### src/rtl/sub_bytes_iter.sv
// -----------------------------------------------------------------------------
// sub_bytes_iter : iterative AES SubBytes engine.
//
// A 128-bit state is accepted over a valid/ready handshake. LANES bytes are
// pushed through S-box lanes per BUSY cycle. The finished state is then held
// on out_state with out_valid high until the consumer takes it.
//
// Parameters:
//   LANES      bytes substituted per BUSY cycle. Must be 1, 2, 4, 8 or 16.
//
// Ports:
//   clk, rst_n   clock; asynchronous active-low reset
//   in_valid     input state is valid
//   in_ready     engine idle, can accept a state
//   in_state     [0:127] input state; byte k = in_state[8k +: 8], byte 0 = MSB byte
//   inverse      (only with SUB_BYTES_ITER_INV_EN) 1 = inverse S-box for this op
//   out_valid    out_state holds a completed result
//   out_ready    consumer takes out_state
//   out_state    [0:127] substituted state, same byte order as in_state
//   busy         substitution in progress
//
// Build option:
//   SUB_BYTES_ITER_INV_EN  adds the inverse port and the inverse S-box path.
// -----------------------------------------------------------------------------

// One S-box lane. The forward table is a ROM. The inverse path is built from
// GF(2^8) arithmetic: inverse affine map, then multiplicative inverse.
module sub_bytes_iter_lane (
`ifdef SUB_BYTES_ITER_INV_EN
  input  logic       inv,
`endif
  input  logic [7:0] din,
  output logic [7:0] dout
);
  // Entry 0 sits in the top byte, so entry d starts at bit 2047-8d = {~d,3'b111}.
  localparam logic [2047:0] SBOX_FWD = {
    128'h637c777bf26b6fc53001672bfed7ab76, 128'hca82c97dfa5947f0add4a2af9ca472c0,
    128'hb7fd9326363ff7cc34a5e5f171d83115, 128'h04c723c31896059a071280e2eb27b275,
    128'h09832c1a1b6e5aa0523bd6b329e32f84, 128'h53d100ed20fcb15b6acbbe394a4c58cf,
    128'hd0efaafb434d338545f9027f503c9fa8, 128'h51a3408f929d38f5bcb6da2110fff3d2,
    128'hcd0c13ec5f974417c4a77e3d645d1973, 128'h60814fdc222a908846eeb814de5e0bdb,
    128'he0323a0a4906245cc2d3ac629195e479, 128'he7c8376d8dd54ea96c56f4ea657aae08,
    128'hba78252e1ca6b4c6e8dd741f4bbd8b8a, 128'h703eb5664803f60e613557b986c11d9e,
    128'he1f8981169d98e949b1e87e9ce5528df, 128'h8ca1890dbfe6426841992d0fb054bb16
  };

  logic [7:0] fwd;
  assign fwd = SBOX_FWD[{~din, 3'b111} -: 8];

`ifdef SUB_BYTES_ITER_INV_EN
  function automatic logic [7:0] gmul(input logic [7:0] a, input logic [7:0] b);
    logic [7:0] p, x;
    p = 8'h00;
    x = a;
    for (int i = 0; i < 8; i++) begin
      if (b[i]) p = p ^ x;
      x = {x[6:0], 1'b0} ^ (x[7] ? 8'h1b : 8'h00);
    end
    return p;
  endfunction

  // a^254 = a^2 * a^4 * ... * a^128. This maps 0 to 0, which is what the table expects.
  function automatic logic [7:0] gf_inv(input logic [7:0] a);
    logic [7:0] sq, r;
    sq = a;
    r  = 8'h01;
    for (int i = 1; i < 8; i++) begin
      sq = gmul(sq, sq);
      r  = gmul(r, sq);
    end
    return r;
  endfunction

  logic [7:0] aff;
  // Inverse affine map: rotl1 ^ rotl3 ^ rotl6 ^ 0x05.
  assign aff  = {din[6:0], din[7]} ^ {din[4:0], din[7:5]} ^ {din[1:0], din[7:2]} ^ 8'h05;
  assign dout = inv ? gf_inv(aff) : fwd;
`else
  assign dout = fwd;
`endif
endmodule

module sub_bytes_iter #(
  parameter int LANES = 1
) (
  input  logic         clk,
  input  logic         rst_n,
  input  logic         in_valid,
  output logic         in_ready,
  input  logic [0:127] in_state,
`ifdef SUB_BYTES_ITER_INV_EN
  input  logic         inverse,
`endif
  output logic         out_valid,
  input  logic         out_ready,
  output logic [0:127] out_state,
  output logic         busy
);
  localparam int NCHUNK = 16 / LANES;
  localparam int CW     = (NCHUNK > 1) ? $clog2(NCHUNK) : 1;

  if (!(LANES == 1 || LANES == 2 || LANES == 4 || LANES == 8 || LANES == 16)) begin : g_bad_lanes
    $error("sub_bytes_iter: LANES must be 1, 2, 4, 8 or 16");
  end

  typedef enum logic [1:0] {IDLE = 2'd0, BUSY = 2'd1, DONE = 2'd2} state_e;

  state_e          state_q, state_d;
  logic [CW-1:0]   cnt_q, cnt_d;
  logic [0:127]    work_q, work_d;   // captured input, read-only during BUSY
  logic [0:127]    out_q, out_d;     // result register, written only in BUSY
`ifdef SUB_BYTES_ITER_INV_EN
  logic            inv_q, inv_d;
`endif

  logic                  last;
  logic [LANES-1:0][7:0] lane_out;

  assign last = (cnt_q == CW'(NCHUNK - 1));

  for (genvar l = 0; l < LANES; l++) begin : g_lane
    sub_bytes_iter_lane u_lane (
`ifdef SUB_BYTES_ITER_INV_EN
      .inv  (inv_q),
`endif
      .din  (work_q[(int'(cnt_q) * LANES + l) * 8 +: 8]),
      .dout (lane_out[l])
    );
  end

  // State register.
  always_ff @(posedge clk or negedge rst_n) begin
    if (!rst_n) state_q <= IDLE;
    else        state_q <= state_d;
  end

  // Next-state logic.
  always_comb begin
    state_d = state_q;
    case (state_q)
      IDLE:    if (in_valid)  state_d = BUSY;
      BUSY:    if (last)      state_d = DONE;
      DONE:    if (out_ready) state_d = IDLE;
      default:                state_d = IDLE;
    endcase
  end

  // Outputs decoded straight from the state, so reset clears them immediately.
  always_comb begin
    in_ready  = 1'b0;
    out_valid = 1'b0;
    busy      = 1'b0;
    case (state_q)
      IDLE:    in_ready  = 1'b1;
      BUSY:    busy      = 1'b1;
      DONE:    out_valid = 1'b1;
      default: ;
    endcase
  end

  assign out_state = out_q;

  // Datapath next-state logic.
  always_comb begin
    work_d = work_q;
    out_d  = out_q;
    cnt_d  = cnt_q;
`ifdef SUB_BYTES_ITER_INV_EN
    inv_d  = inv_q;
`endif
    case (state_q)
      IDLE: if (in_valid) begin
        work_d = in_state;
        cnt_d  = '0;
`ifdef SUB_BYTES_ITER_INV_EN
        inv_d  = inverse;
`endif
      end
      BUSY: begin
        for (int l = 0; l < LANES; l++)
          out_d[(int'(cnt_q) * LANES + l) * 8 +: 8] = lane_out[l];
        cnt_d = last ? '0 : cnt_q + CW'(1);
      end
      default: ;
    endcase
  end

  always_ff @(posedge clk or negedge rst_n) begin
    if (!rst_n) begin
      cnt_q  <= '0;
      work_q <= '0;
      out_q  <= '0;
`ifdef SUB_BYTES_ITER_INV_EN
      inv_q  <= 1'b0;
`endif
    end else begin
      cnt_q  <= cnt_d;
      work_q <= work_d;
      out_q  <= out_d;
`ifdef SUB_BYTES_ITER_INV_EN
      inv_q  <= inv_d;
`endif
    end
  end
endmodule

### config.mk
export PLATFORM = sky130hd
export DESIGN_NAME = sub_bytes_iter
export DESIGN_NICKNAME = d
export VERILOG_FILES = /design/src/rtl/sub_bytes_iter.sv
export SDC_FILE = /design/constraint.sdc
export NUM_CORES = 1
export LEC_CHECK = 0
export CAP_MARGIN = 30
export CORE_ASPECT_RATIO = 0.6
export CORE_MARGIN = 8
export CORE_UTILIZATION = 40
export CTS_CLUSTER_DIAMETER = 30
export CTS_CLUSTER_SIZE = 10
export DETAILED_ROUTE_END_ITERATION = 10
export GPL_TIMING_DRIVEN = 1
export PLACE_DENSITY = 0.69
export SLEW_MARGIN = 20
export SYNTH_ARGS = -nofsm -noshare
export SYNTH_HDL_FRONTEND = slang
export SYNTH_SLANG_ARGS = --single-unit
export TNS_END_PERCENT = 50
### constraint.sdc
create_clock -name clk -period 12.05 [get_ports clk]
set_input_delay 2.41 -clock clk [delete_from_list [all_inputs] [get_ports clk]]
set_output_delay 2.41 -clock clk [all_outputs]
set_load 0.05 [all_outputs]
==> summary.md <==
| Metric | Value |
|---|---|
| CTS tree | `yes` |
| Vias | `between 10000 and 15000` |
| Worst skew pair latency | `560 ps` |
| Worst Skew | `53.6 ps` |
| Clock root buffer | `clkbuf_16` |
| Fraction of layout cells with a size suffix above 1 | `just under 8%` |
| Clock sink total | `around 260` |
| CTS Hold Buffers Added | `0` |
| Final setup vio count | `0` |
| Setup_tns | `0 ps` |
| Final HPWL DP | `just under 50 mm` |
| Worst EP arrival | `about 7000 ps` |
| Vias in the first global route | `between 10000 and 15000` |
| Max Cap Viol | `0` |
| Post-CTS Resized | `0` |
| Synth Register Bits | `about 260` |
| Sequential share of the synthesized area | `45.9%` |
| FF-to-FF Start | `cnt_q[0]` |
| Critical Path End Type | `flop` |
| Worst min path class | `reg2reg` |
| Wire per inst | `roughly 28 um` |
| Fin area | `~19000 um^2` |
| Fin crit period | `6570 ps` |
| 1st-iter DRT viols | `between 1500 and 2000` |
| Critical path type | `reg2reg` |
| H-tree depth | `2` |
| Proportion of synthesized area in mux cells | `roughly 6.3%` |
| Fill count | `between 3000 and 4000` |
| Largest net degree at the start of global routing | `roughly 130` |
| Tightest Pin Transition | `~1100 ps` |
| Clock buffer depth | `3` |
| Num ports | `~260` |
| Max_slew headroom | `28.4%` |
| Largest family of logic cells by synthesized area | `simple AND/OR/NAND/NOR gates` |
| Min-delay src | `work_q[49]` |
| Syn Std Cell Area | `14300 um^2` |
| Critical Path RT | `approximately 12000 ps` |
| Cells after Synth | `about 1700` |
| Gr ovfl total | `0` |
| Postcts setup bufs | `0` |
| # DRC | `0` |
| Global-route wire length before repair | `98.6 mm` |
| Rows | `53` |
| Port Buffers | `~260` |
| Post-Synth Adder-Cell Area | `between 1.5 and 2%` |
| Final number of hold-violating endpoints | `0` |
| XOR/XNOR share of the synthesized area | `less than 1%` |
| EDFF count, synth | `0` |
| Area grow syn2layout | `30.4%` |
| Critical Path Start | `cnt_q[0]` |
| Period Utilization, post-route | `54.5%` |
| Commonest cells after routing, fill and taps aside | `nand2_1, clkdlybuf4s50_1, dfrtp_1` |
| Total routed wirelength | `around 67 mm` |
| Synth Area in Compound Gates | `19.4%` |
| Critical Path Fanout Max | `18` |
| Fmax | `approximately 150 MHz` |
| Die Y | `approximately 160 um` |
| Unique cell type count in the Yosys netlist | `a little under 80` |
| Syn avg cell area | `between 8 and 9 um^2` |
| Most common cell after layout, fill and taps aside | `nand2_1` |
| Nets | `2033` |
| Max Slew Vio Count | `0` |
| Main synth FF type | `dfrtp_1` |
| Clock slew at reported path FFs | `about 60 ps` |
| Via/cell ratio | `approximately 6` |
| Synth Area in Simple Gates | `approximately 22%` |
| Drt pass-1 iters | `6` |
| GRT Total Usage | `between 30% and 40%` |
| Die X | `260 um` |
| Full die area | `about 42000 um^2` |
| Final core occ | `53.1%` |
| Initial core utilization | `40.7%` |
| Remaining antenna violation count | `0` |
| Syn Nets | `roughly 1800` |
| GPL Wtd Cong | `1.04` |
| Initial antenna violation count | `1` |
| Unrepaired setup endpoints after global routing | `no` |
| Synth Warn # | `0` |
| TritonCTS buffer count | `40` |
| Async SR Flop Fraction | `between 90% and 100%` |
| Core area | `between 30000 and 40000 um^2` |
| Status | `finished, final reports clean` |
| Post-place instance area | `17200 um^2` |
| Critical Path Source Type | `flop` |
[flip-flops by register name, indices dropped and copies added (netlist names)]
signal,cells
out_state,128
work_q,128
cnt_q,4
state_q,2
[layer usage]
metal,share of wire [%],global-route usage (%)
met4,2.1,6.84
met3,12,12.5
met1,45,44.8
met5,0.019,0
met2,41,42.9
[stage by stage]
| step | setup slack, ps | hold slack (ps) | cells |
|---|---|---|---|
| after floorplan | 7720 | 438 | 1669 |
| after global placement | 5800 | 454 | 2299 |
| after detailed placement | 5720 | 460 | 2305 |
| after CTS | 5660 | 473 | 2371 |
| after global routing | 5120 | 478 | 2372 |
| final | 5480 | 471 | 2374 |
[synthesized netlist by cell type, types with 6 or more instances]
| cell type | number | area, um^2 |
|---|---|---|
| a211oi_1 | 12 | 90.1 |
| and3_1 | 8 | 50.1 |
| a31oi_1 | 19 | 119 |
| buf_2 | 32 | 160 |
| a311oi_1 | 12 | 105 |
| a221o_1 | 11 | 110 |
| a211o_1 | 8 | 70.1 |
| a21oi_1 | 53 | 265 |
| mux4_2 | 24 | 541 |
| a21o_1 | 6 | 45.0 |
| o221ai_1 | 10 | 87.6 |
| o311a_1 | 6 | 60.1 |
| buf_6 | 8 | 90.1 |
| nor3_1 | 19 | 95.1 |
| nor2_1 | 57 | 214 |
| and2_1 | 8 | 50.1 |
| buf_1 | 9 | 33.8 |
| dfrtp_1 | 262 | 6560 |
| inv_1 | 14 | 52.6 |
| nand4_1 | 12 | 75.1 |
| o211ai_1 | 19 | 143 |
| a32oi_1 | 6 | 52.6 |
| ha_1 | 20 | 250 |
| a22oi_1 | 7 | 52.6 |
| o22ai_1 | 8 | 50.1 |
| a221oi_1 | 12 | 105 |
| mux2i_1 | 28 | 280 |
| o21ai_0 | 104 | 521 |
| nand2_1 | 591 | 2220 |
| buf_4 | 14 | 105 |
| clkbuf_1 | 61 | 229 |
| nand2b_1 | 7 | 43.8 |
| nand3_1 | 38 | 190 |
| o21ai_1 | 71 | 355 |
[cell type report]
class	count	area, um^2	area share, %
tap	467	584	3.14
antenna	2	5.00	0.0269
sequential	262	6560	35.2
timing repair buffer	294	2920	15.7
multi-input combinational	1265	7090	38.1
clock inverter	20	347	1.86
clock buffer	46	1050	5.66
inverter	18	67.6	0.363
[worst paths after layout]
kind	endpoint	slack, ps	depth (start not counted)
max in group asynchronous	work_q[67]	8720	2
worst max register to register	out_state[111]	5480	14
worst max-delay path	out_state[111]	5480	14
worst min-delay path	work_q[49]	470	2
worst min register to register	work_q[49]	470	2
min in group asynchronous	out_state[40]	1940	1
[cells by family (layout without fill, tap and decap cells)]
family / after synthesis / count (layout)
simple gates: 764 / 764
compound gates: 420 / 420
flops: 262 / 262
buf+inv: 142 / 378
mux: 59 / 59
fa+ha+maj: 20 / 20
xor+xnor: 2 / 2
other cells: 0 / 2
[worst max-delay path, stage by stage (launching register included)]
cell and delay, ps:
dfrtp_1 620, buf_4 370, nor2b_1 640, a22oi_1 170, nand3_1 390, and2_1 490, inv_1 300, ha_1 570
inv_1 410, a221o_1 610, nor3b_1 360, nor3_1 120, a311oi_1 340, nand4_1 640, o21ai_0 390
Power is not shown: default switching activity piles up to over one toggle a cycle in this logic, so the estimate is an artifact.
